==> src/rtl/medidor_pkg.sv <==
// medidor_pkg
// Shared definitions for the ultrasonic distance meter:
//   - FSM state type and the 4-bit codes exposed on db_estado
//   - BCD result width and the 12'h999 code reported on a failed measurement
//   - bcd_inc_sat: saturating +1 on a 3-digit BCD value (stops at 999)
package medidor_pkg;

  localparam int BCD_W = 12;
  localparam logic [BCD_W-1:0] MEDIDA_ERRO = 12'h999;

  localparam logic [3:0] COD_IDLE        = 4'd0;
  localparam logic [3:0] COD_TRIGGER     = 4'd1;
  localparam logic [3:0] COD_ESPERA_ECHO = 4'd2;
  localparam logic [3:0] COD_MEDINDO     = 4'd3;
  localparam logic [3:0] COD_ARREDONDA   = 4'd4;
  localparam logic [3:0] COD_FINAL       = 4'd5;

  typedef enum logic [3:0] {
    IDLE        = COD_IDLE,
    TRIGGER     = COD_TRIGGER,
    ESPERA_ECHO = COD_ESPERA_ECHO,
    MEDINDO     = COD_MEDINDO,
    ARREDONDA   = COD_ARREDONDA,
    FINAL       = COD_FINAL
  } estado_t;

  // Ripple the carry through the three BCD digits; 999 is sticky.
  function automatic logic [BCD_W-1:0] bcd_inc_sat(input logic [BCD_W-1:0] v);
    logic [BCD_W-1:0] r;
    r = v;
    if (v != MEDIDA_ERRO) begin
      if (v[3:0] != 4'd9) begin
        r[3:0] = v[3:0] + 4'd1;
      end else begin
        r[3:0] = 4'd0;
        if (v[7:4] != 4'd9) begin
          r[7:4] = v[7:4] + 4'd1;
        end else begin
          r[7:4]  = 4'd0;
          r[11:8] = v[11:8] + 4'd1;
        end
      end
    end
    return r;
  endfunction

endpackage

==> src/rtl/medidor_distancia_contador_bcd_3dig.sv <==
// contador_bcd_3dig
// Three-digit BCD centimetre counter, 000..999, saturating at 999.
// Ports:
//   clock  in   system clock
//   reset  in   synchronous active-low reset (clears the count)
//   clr    in   synchronous clear (higher priority than en)
//   en     in   count enable, +1 per cycle while high
//   valor  out  12-bit BCD count {centena, dezena, unidade}
module contador_bcd_3dig
  import medidor_pkg::*;
(
  input  logic             clock,
  input  logic             reset,
  input  logic             clr,
  input  logic             en,
  output logic [BCD_W-1:0] valor
);

  always_ff @(posedge clock) begin
    if (!reset) begin
      valor <= '0;
    end else if (clr) begin
      valor <= '0;
    end else if (en) begin
      valor <= bcd_inc_sat(valor);
    end
  end

endmodule

==> src/rtl/medidor_distancia.sv <==
// medidor_distancia
// Ultrasonic distance meter: fires a trigger pulse, times the echo width,
// converts it to centimetres in BCD with round-to-nearest and reports it.
// Optional feature macro: MEDIDOR_TIMEOUT_EN (abort after TIMEOUT cycles
// waiting for/measuring the echo, reporting erro=1 and medida=12'h999).
// Ports:
//   clock      in   50 MHz system clock
//   reset      in   synchronous active-low reset
//   medir      in   start request, honoured only in IDLE
//   echo       in   asynchronous sensor echo (2-flop synchronised)
//   trigger    out  sensor trigger pulse, CICLOS_TRIGGER cycles wide
//   medida     out  distance in BCD {centena, dezena, unidade}, cm
//   pronto     out  one-cycle pulse, medida valid
//   erro       out  one-cycle pulse with pronto when the measurement failed
//   db_estado  out  current FSM state code
module medidor_distancia
  import medidor_pkg::*;
#(
  parameter int CICLOS_CM      = 2941,
  parameter int CICLOS_TRIGGER = 500,
  parameter int TIMEOUT        = 1_500_000
) (
  input  logic             clock,
  input  logic             reset,
  input  logic             medir,
  input  logic             echo,
  output logic             trigger,
  output logic [BCD_W-1:0] medida,
  output logic             pronto,
  output logic             erro,
  output logic [3:0]       db_estado
);

  localparam int CW = (CICLOS_CM > 1)      ? $clog2(CICLOS_CM)      : 1;
  localparam int TW = (CICLOS_TRIGGER > 1) ? $clog2(CICLOS_TRIGGER) : 1;

  estado_t          estado, prox_estado;
  logic [TW-1:0]    cnt_trig;
  logic [CW-1:0]    cnt_ciclo;
  logic             ciclo_fim;
  logic             echo_p0, echo_p1;
  logic             bcd_clr, bcd_en;
  logic [BCD_W-1:0] bcd_valor;
  logic             carga_medida;
  logic [BCD_W-1:0] medida_prox;
  logic             falha;
  logic             tmo_fim;

  // Residual of the last partial centimetre decides rounding.
  function automatic logic arredonda_acima(input logic [CW-1:0] resto);
    return resto >= CW'(CICLOS_CM / 2);
  endfunction

  // Stage p0/p1: echo synchroniser
  always_ff @(posedge clock) begin
    if (!reset) begin
      echo_p0 <= 1'b0;
      echo_p1 <= 1'b0;
    end else begin
      echo_p0 <= echo;
      echo_p1 <= echo_p0;
    end
  end

  assign ciclo_fim = (cnt_ciclo == CW'(CICLOS_CM - 1));

`ifdef MEDIDOR_TIMEOUT_EN
  localparam int MW = (TIMEOUT > 1) ? $clog2(TIMEOUT) : 1;
  logic [MW-1:0] cnt_tmo;

  assign tmo_fim = (cnt_tmo == MW'(TIMEOUT - 1));

  // Runs only while waiting for or measuring the echo; any other state
  // (in particular TRIGGER) leaves it cleared for the next attempt.
  always_ff @(posedge clock) begin
    if (!reset) begin
      cnt_tmo <= '0;
      falha   <= 1'b0;
    end else begin
      if (estado == ESPERA_ECHO || estado == MEDINDO) begin
        cnt_tmo <= cnt_tmo + MW'(1);
        if (tmo_fim) falha <= 1'b1;
      end else begin
        cnt_tmo <= '0;
      end
      if (estado == TRIGGER) falha <= 1'b0;
    end
  end
`else
  assign tmo_fim = 1'b0;
  assign falha   = 1'b0;
`endif

  always_ff @(posedge clock) begin
    if (!reset) begin
      estado    <= IDLE;
      cnt_trig  <= '0;
      cnt_ciclo <= '0;
      medida    <= '0;
    end else begin
      estado <= prox_estado;
      if (estado == TRIGGER) cnt_trig <= cnt_trig + TW'(1);
      else                   cnt_trig <= '0;
      // Held at zero while waiting so MEDINDO always starts from a clean count.
      if (estado == ESPERA_ECHO) begin
        cnt_ciclo <= '0;
      end else if (estado == MEDINDO && echo_p1) begin
        cnt_ciclo <= ciclo_fim ? '0 : cnt_ciclo + CW'(1);
      end
      if (carga_medida) medida <= medida_prox;
    end
  end

  // medida is loaded on the edge that enters FINAL, so it is already valid
  // in the cycle pronto is high.
  always_comb begin
    prox_estado  = estado;
    bcd_clr      = 1'b0;
    bcd_en       = 1'b0;
    carga_medida = 1'b0;
    medida_prox  = bcd_valor;
    case (estado)
      IDLE: begin
        if (medir) prox_estado = TRIGGER;
      end
      TRIGGER: begin
        if (cnt_trig == TW'(CICLOS_TRIGGER - 1)) prox_estado = ESPERA_ECHO;
      end
      ESPERA_ECHO: begin
        if (echo_p1) begin
          prox_estado = MEDINDO;
          bcd_clr     = 1'b1;
        end
        if (tmo_fim) begin
          prox_estado  = FINAL;
          carga_medida = 1'b1;
          medida_prox  = MEDIDA_ERRO;
        end
      end
      MEDINDO: begin
        if (!echo_p1)      prox_estado = ARREDONDA;
        else if (ciclo_fim) bcd_en     = 1'b1;
        if (tmo_fim) begin
          prox_estado  = FINAL;
          carga_medida = 1'b1;
          medida_prox  = MEDIDA_ERRO;
        end
      end
      ARREDONDA: begin
        bcd_en       = arredonda_acima(cnt_ciclo);
        prox_estado  = FINAL;
        carga_medida = 1'b1;
        medida_prox  = bcd_en ? bcd_inc_sat(bcd_valor) : bcd_valor;
      end
      FINAL: begin
        prox_estado = IDLE;
      end
      default: prox_estado = IDLE;
    endcase
  end

  contador_bcd_3dig u_contador (
    .clock (clock),
    .reset (reset),
    .clr   (bcd_clr),
    .en    (bcd_en),
    .valor (bcd_valor)
  );

  assign trigger   = (estado == TRIGGER);
  assign pronto    = (estado == FINAL);
  assign erro      = (estado == FINAL) && falha;
  assign db_estado = estado;

endmodule

==> config.mk <==
export PLATFORM = sky130hd
export DESIGN_NAME = medidor_distancia
export DESIGN_NICKNAME = d
export VERILOG_FILES = /design/src/rtl/medidor_pkg.sv /design/src/rtl/medidor_distancia_contador_bcd_3dig.sv /design/src/rtl/medidor_distancia.sv
export SDC_FILE = /design/constraint.sdc
export NUM_CORES = 1
export LEC_CHECK = 0
export CAP_MARGIN = 0
export CORE_AREA = 4 4 75 77
export CTS_BUF_LIST = sky130_fd_sc_hd__clkbuf_8
export CTS_CLUSTER_SIZE = 20
export DETAILED_ROUTE_END_ITERATION = 6
export DIE_AREA = 0 0 79 81
export GPL_TIMING_DRIVEN = 0
export PLACE_DENSITY = 0.73
export SLEW_MARGIN = 20
export SYNTH_ARGS = -nofsm -noshare
export SYNTH_HDL_FRONTEND = slang
export SYNTH_SLANG_ARGS = --single-unit
==> constraint.sdc <==
create_clock -name clock -period 2.5 [get_ports clock]
set_clock_uncertainty 0.2 [all_clocks]
set_input_delay 0.5 -clock clock [delete_from_list [all_inputs] [get_ports clock]]
set_output_delay 0.5 -clock clock [all_outputs]
set_load 0.005 [all_outputs]
==> results.md, run 1 <==
- Die Area: 0.00640 mm^2
- Fin Hold WS: around 0.24 ns
- 1st-pass router iterations: 4
- Status: finished, final reports clean
- CP required: 1.80 ns
- Period minus WS final: about 2.4 ns
- Most used DFF post-synth: dfxtp_1
- First-pass GRT wire length: approximately 10 mm
- Die X: slightly below 80 um
- PwrDens: between 400 and 500 mW/mm^2
- Critical path class: reg -> out
- Drt initial violations: 178
- Post-CTS Setup Bufs: 0
- All-Layer GR Usage: 0.197
- Core Footprint: about 0.0050 mm^2
- RSZ-0062 raised after global routing: false
- Slew of the pin with the lowest slew margin: roughly 0.75 ns
- Synth cell types: between 50 and 60
- Total CTS buffers: 5
- Antenna violations before repair: 0
- YS warnings: 0
- Die height: 81 um
- Period utilization: 0.978
- F_max: between 400 and 500 MHz
- Cells after synthesis: about 320
- Number of global-route vias before repair: 2171
- I/O Buffers: 20
- Vias: around 2300
- Final setup viols: 0
- Pleak: approximately 1.1 nW
- Layout Cells excl Fill: around 420
- Worst IR Drop VDD: 0.309 mV
- Hold Path Cell Cnt: 1
- Root buf cell: clkbuf_8
- Largest net degree at the start of global routing: 15
- Arr. time, crit path: about 1.7 ns
- Startpoint Class: register
- Post-DP HPWL: 4.24 mm
- Setup_tns: 0 ns
- Antenna cell count: 0
- H-tree depth: 2
- P&R area growth vs syn: 14.8%
- Post-synth EDFFs: 0
- Dpl cells: about 410
- Post-synth top area share: 0.377
- Drt total wl: just under 6 mm
- Post-synthesis sequential area ratio: 0.377
- Drt via density: between 5 and 6
- Post-route DRC: 0
- CTS tree: done
- FP Rows: 26
- I/O pins: 23
- Layout Nets: 355
- Share of layout cells above drive strength 1: 0.110
- Crit-path max FO: 10
- Syn Std Cell Area: 0.00266 mm^2
- ANT nets after route: 0
- Yosys top cell by area: dfxtp_1
- Worst slew margin: 0.498
- Syn avg cell area: between 8 and 9 um^2
- WL/cell: ~14 um
- GPL Wtd Cong: around 0.92
- Clock slew at reported path FFs: ~0.09 ns
- Clock latency on the worst-skew pair: 0.30 ns
- Max Cap Viol: 0
- CTS max path bufs: 2
- Hold WC Path Type: reg -> reg
- Clock Sinks: 50
- GRT overflow: 0
- Fin. Hold Viols: 0
- Starting Density: 0.530
- Dominant cells by area after synthesis: dfxtp_1, nand2_1, a21oi_1, nor2_1, xor2_1
- Synth Register Bits: 50
- FFs w/ async S/R, synth: 0
- CP Capture Type: output pin
- R2R depth: 6
- Final Max Slew Viols: 0
-- area by class of cell --
| cell class | instances | area, um^2 |
|---|---|---|
| timing repair buffer | 20 | 200 |
| buffer | 17 | 97.6 |
| tap | 70 | 87.6 |
| sequential | 50 | 1000 |
| clock inverter | 2 | 8.76 |
| fill | 491 | 1960 |
| clock buffer | 6 | 82.6 |
| multi-input combinational | 241 | 1530 |
| inverter | 10 | 37.5 |
-- cell usage in the layout (no fill, tap or decap), types with 2 or more instances in the layout --
cell type,n
buf_2,6
nand3b_1,2
nand4bb_1,2
o211a_1,2
nor3_1,9
nand2b_1,3
nor2_1,26
or3_1,4
a21oi_1,27
and3_1,6
xor2_1,10
o21ai_0,16
mux2i_1,7
o22ai_1,2
and2_1,6
clkdlybuf4s50_1,20
a31oi_1,7
ha_1,6
buf_4,5
xnor2_1,8
nand2_1,37
nand3_1,17
nand4_1,5
o41ai_1,2
o21ai_1,2
inv_1,11
clkbuf_1,5
conb_1,2
nor3b_4,2
nand3_2,2
a31o_2,2
and4bb_2,2
o32ai_1,2
dfxtp_1,50
clkbuf_8,6
-- worst max-delay path: stages, from the launching register on --
cell	delay (ns)
dfxtp_1	0.42
buf_4	0.21
nor3b_4	0.26
clkdlybuf4s50_1	0.55
-- timing repair --
item	CTS	global route
gates resized for setup	1	1
hold endpoints to repair	0	0
cloned	0	0
setup endpoints to repair	1	1
hold buffers	0	0
-- where the power goes --
| group | switching, mW | total [mW] | internal, mW |
|---|---|---|---|
| logic | 0.0584 | 0.106 | 0.0476 |
| clock network | 0.263 | 0.483 | 0.220 |
| registers | 0.00735 | 0.812 | 0.805 |
-- registers in the layout, indices dropped and copies added (netlist names) --
signal / cells
db_estado: 3
u_contador.valor: 12
echo_p0: 1
medida: 12
cnt_ciclo: 12
echo_p1: 1
cnt_trig: 9
-- kinds of logic after synthesis --
logic type,count (synthesis),share of synthesized area
XOR/XNOR,18,0.0594
multiplexers,8,0.0306
adder cells (fa/ha/maj),6,0.0283
flip-flops,50,0.377
AND/OR/NAND/NOR,133,0.279
buffers and inverters,27,0.0509
AO/OA/AOI/OAI,74,0.174
other,1,0.00141
-- per-layer routing --
metal | GRT usage | vias up | part of all wire
met5 | 0 | - | 0
met4 | 0.0722 | 0 | 0.017
met3 | 0.0355 | 7 | 0.043
met2 | 0.328 | 41 | 0.47
met1 | 0.256 | 1104 | 0.47
li1 | - | 1179 | -
-- through the flow --
stage / setup WS (ns) / cell area, um^2 / power (mW) / utilization
floorplan: 0.655 / 2660 / 0.894 / -
global placement: 0.115 / 2950 / 0.931 / 0.588
detailed placement: 0.104 / 2950 / 0.933 / 0.588
CTS: 0.0208 / 3040 / 1.41 / 0.607
global route: 0.00339 / 3050 / 1.46 / 0.609
finish: 0.0562 / 3050 / 1.40 / 0.609
-- cell usage after synthesis, types with 3 or more instances --
cell type,count
a21oi_1,27
a31oi_1,7
and2_1,6
and3_1,6
buf_2,6
buf_4,5
clkbuf_1,5
dfxtp_1,50
ha_1,6
inv_1,10
mux2i_1,7
nand2_1,37
nand2b_1,3
nand3_1,17
nand4_1,5
nor2_1,26
nor3_1,9
o21ai_0,16
or3_1,4
xnor2_1,8
xor2_1,10
-- path summary, 6_finish.rpt --
kind | startpoint | endpoint | slack (ns)
max reg2reg | cnt_ciclo[7] | medida[5] | 0.38
min reg2reg | cnt_trig[0] | cnt_trig[0] | 0.24
max | db_estado[0] | trigger | 0.06
min | cnt_trig[0] | cnt_trig[0] | 0.24
Power figures use the tool's default switching activity.
==> run 2, diff against run 1 <==
Settings changed: ABC_AREA set to 1.
==> results.md, run 2 <==
- Core Footprint: between 0.005 and 0.006 mm^2
- GR Util met2: 0.306
- Vias: 2385
- Mux share of post-synthesis cell area: 0
- Dominant cells by area after synthesis: dfxtp_1, nand2_1, nor2_1, inv_1, nand3_1
- 1st-pass router iterations: 4
- Clock Sinks: 50
- Util after Layout: 0.606
- I/O Buffers: 20
- R2R Setup Slk: between 0.4 and 0.5 ns
- Drt total wl: about 5.3 mm
- Period minus WS final: 2.26 ns
- Clock slew at reported path FFs: around 0.10 ns
- Hold buffer count at cts: 0
- Die X: 79 um
- Seq pwr share: 0.542
- Synth Register Bits: 50
- Met3 GRT Util: 0.0366
- Post_cts resized: 0
- P&R area growth vs syn: 14.4%
- Max Cap Viol: 0
- Hold_sp: echo_p0
- Met1 Track Usage GR: 0.226
- Drt initial violations: 135
- ANT nets after route: 0
- Starting Density: 0.530
- Pint: 1.12 mW
- Fin. Hold Viols: 0
- Antenna cell count: 0
- Post-route DRC: 0
- I/O pins: 23
- Compound-Gate Fraction of Synth Area: 0.105
- Period utilization: 0.903
- WL/cell: 10.6 um
- Combinational Power Share: 0.158
- Root buf cell: clkbuf_8
- Syn avg cell area: between 6 and 7 um^2
- Post-synthesis xor/xnor area fraction: 0.00990
- Post-CTS Setup Bufs: 0
- CP Capture Type: output pin
- Most used routing layer: met2
- Final Max Slew Viols: 0
- F_max: 443 MHz
- First-pass GRT wire length: between 9 and 10 mm
- Dpl cells: just under 500
- Most used DFF post-synth: dfxtp_1
- Status: finished, final reports clean
- Start of the worst register-to-register path: cnt_ciclo[0]
- R2r endpoint: u_contador.valor[4]
- Pleak: 1.32 nW
- All-Layer GR Usage: 0.177
- Total CTS buffers: 5
- Multi-input logic area: 0.00139 mm^2
- CTS tree: done
- Share of layout cells above drive strength 1: 0.0742
- Startpoint Class: register
- Worst slew margin: 0.638
- Cells after synthesis: between 400 and 500
- Net Sw Power: 0.449 mW
- FP Rows: 26
- Worst IR Drop VDD: between 0.4 and 0.5 mV
- Biggest registers after layout: cnt_ciclo: 12 flops, medida: 12 flops, u_contador.valor: 12 flops
- FFs w/ async S/R, synth: 0
- PwrDens: slightly above 500 mW/mm^2
- Hold Path Cell Cnt: 2
- Post-synthesis sequential area ratio: 0.377
- Number of global-route vias before repair: ~2200
- FF+latch area: about 0.001 mm^2
- R2R depth: 12
- CP required: 1.80 ns
- Sw frac: 0.286
- Synth Area in Simple Gates: 0.378
- Die Area: roughly 0.0064 mm^2
- Post-DP HPWL: roughly 3.9 mm
- Largest net degree at the start of global routing: 17
- RSZ-0062 raised after global routing: false
- Commonest cells in the netlist: nand2_1, nor2_1, inv_1
- Syn Std Cell Area: 0.00266 mm^2
- Setup_tns: 0 ns
- Yosys top cell by area: dfxtp_1
- Clock share of power: 0.301
- Layout Cells excl Fill: 501
- Clock latency on the worst-skew pair: 0.30 ns
- Layout Nets: 440
- Commonest non-fill, non-tap cells in the layout: nand2_1, nor2_1, inv_1
- Post-synth top area share: 0.377
- Hold WC Path Type: reg -> reg
- YS warnings: 0
- GPL Wtd Cong: around 0.83
- Tot Pwr: between 1.5 and 2 mW
- Critical path class: reg -> out
- Final setup viols: 0
- CTS max path bufs: 2
- Post-synth EDFFs: 0
- Final worst slack: ~0.24 ns
- Hold endpoint: echo_p1
- GRT overflow: 0
- Drt via density: roughly 4.8
- H-tree depth: 2
- Slew of the pin with the lowest slew margin: 0.543 ns
- Placement Setup Slack: 0.167 ns
- Fill count: 500
- Largest family of logic cells by synthesized area: simple AND/OR/NAND/NOR gates
- Post-Synth Adder-Cell Area: 0.0283
- Antenna violations before repair: 0
- Synth cell types: 32
- Most common cell in the netlist: nand2_1
- Crit-path max FO: 5
- Die height: just over 80 um
- Commonest non-fill, non-tap cell in the layout: nand2_1
- Arr. time, crit path: 1.56 ns
[run 2: routing by layer]
layer / wire [um] / vias up
met5: 0 / -
met1: 2630 / 1039
met3: 181 / 2
met2: 2460 / 28
met4: 32 / 0
li1: - / 1316
[run 2: how the worst max path moves through the flow]
| stage | end | cells after the start | startpoint | slack (ns) |
|---|---|---|---|---|
| detailed placement | u_contador.valor[2] | 6 | reset | 0.17 |
| global route | trigger | 3 | db_estado[0] | 0.1 |
| finish | trigger | 3 | db_estado[0] | 0.24 |
| global placement | u_contador.valor[2] | 6 | reset | 0.15 |
| floorplan | u_contador.valor[8] | 12 | cnt_ciclo[0] | 0.66 |
| CTS | trigger | 3 | db_estado[0] | 0.22 |
[run 2: logic make-up (layout without fill, tap and decap cells)]
| family | count (synthesis) | count (layout) |
|---|---|---|
| flip-flops | 50 | 50 |
| AND/OR/NAND/NOR | 227 | 227 |
| buffers and inverters | 65 | 93 |
| AO/OA/AOI/OAI | 50 | 50 |
| adder cells (fa/ha/maj) | 6 | 6 |
| other | 1 | 2 |
| XOR/XNOR | 3 | 3 |
[run 2: worst max-delay path, cell delays in order, from the launching register on]
cell and delay (ns):
dfxtp_1 0.41, inv_1 0.09, nor3_1 0.21, clkdlybuf4s50_1 0.56
[run 2: final cells by class]
class / count / share of cell area
Clock buffer: 5 / 0.0227
Tap cell: 70 / 0.0288
Multi-Input combinational cell: 288 / 0.458
Sequential cell: 50 / 0.330
Buffer: 7 / 0.0165
Inverter: 58 / 0.0717
Clock inverter: 3 / 0.00700
Timing Repair Buffer: 20 / 0.0659
[run 2: per-stage QoR]
stage,hold slack [ns],instance area [um^2]
after CTS,0.220,3040
final,0.221,3040
after global placement,0.197,2950
after detailed placement,0.197,2950
after global routing,0.257,3040
after floorplan,0.190,2660
[run 2: power groups by stage]
stage | clock, mW | sequential (mW) | combinational [mW]
floorplan | 0 | 0.866 | 0.154
global placement | 0 | 0.869 | 0.247
detailed placement | 0 | 0.870 | 0.249
CTS | 0.492 | 0.851 | 0.250
global route | 0.525 | 0.857 | 0.279
finish | 0.472 | 0.851 | 0.247
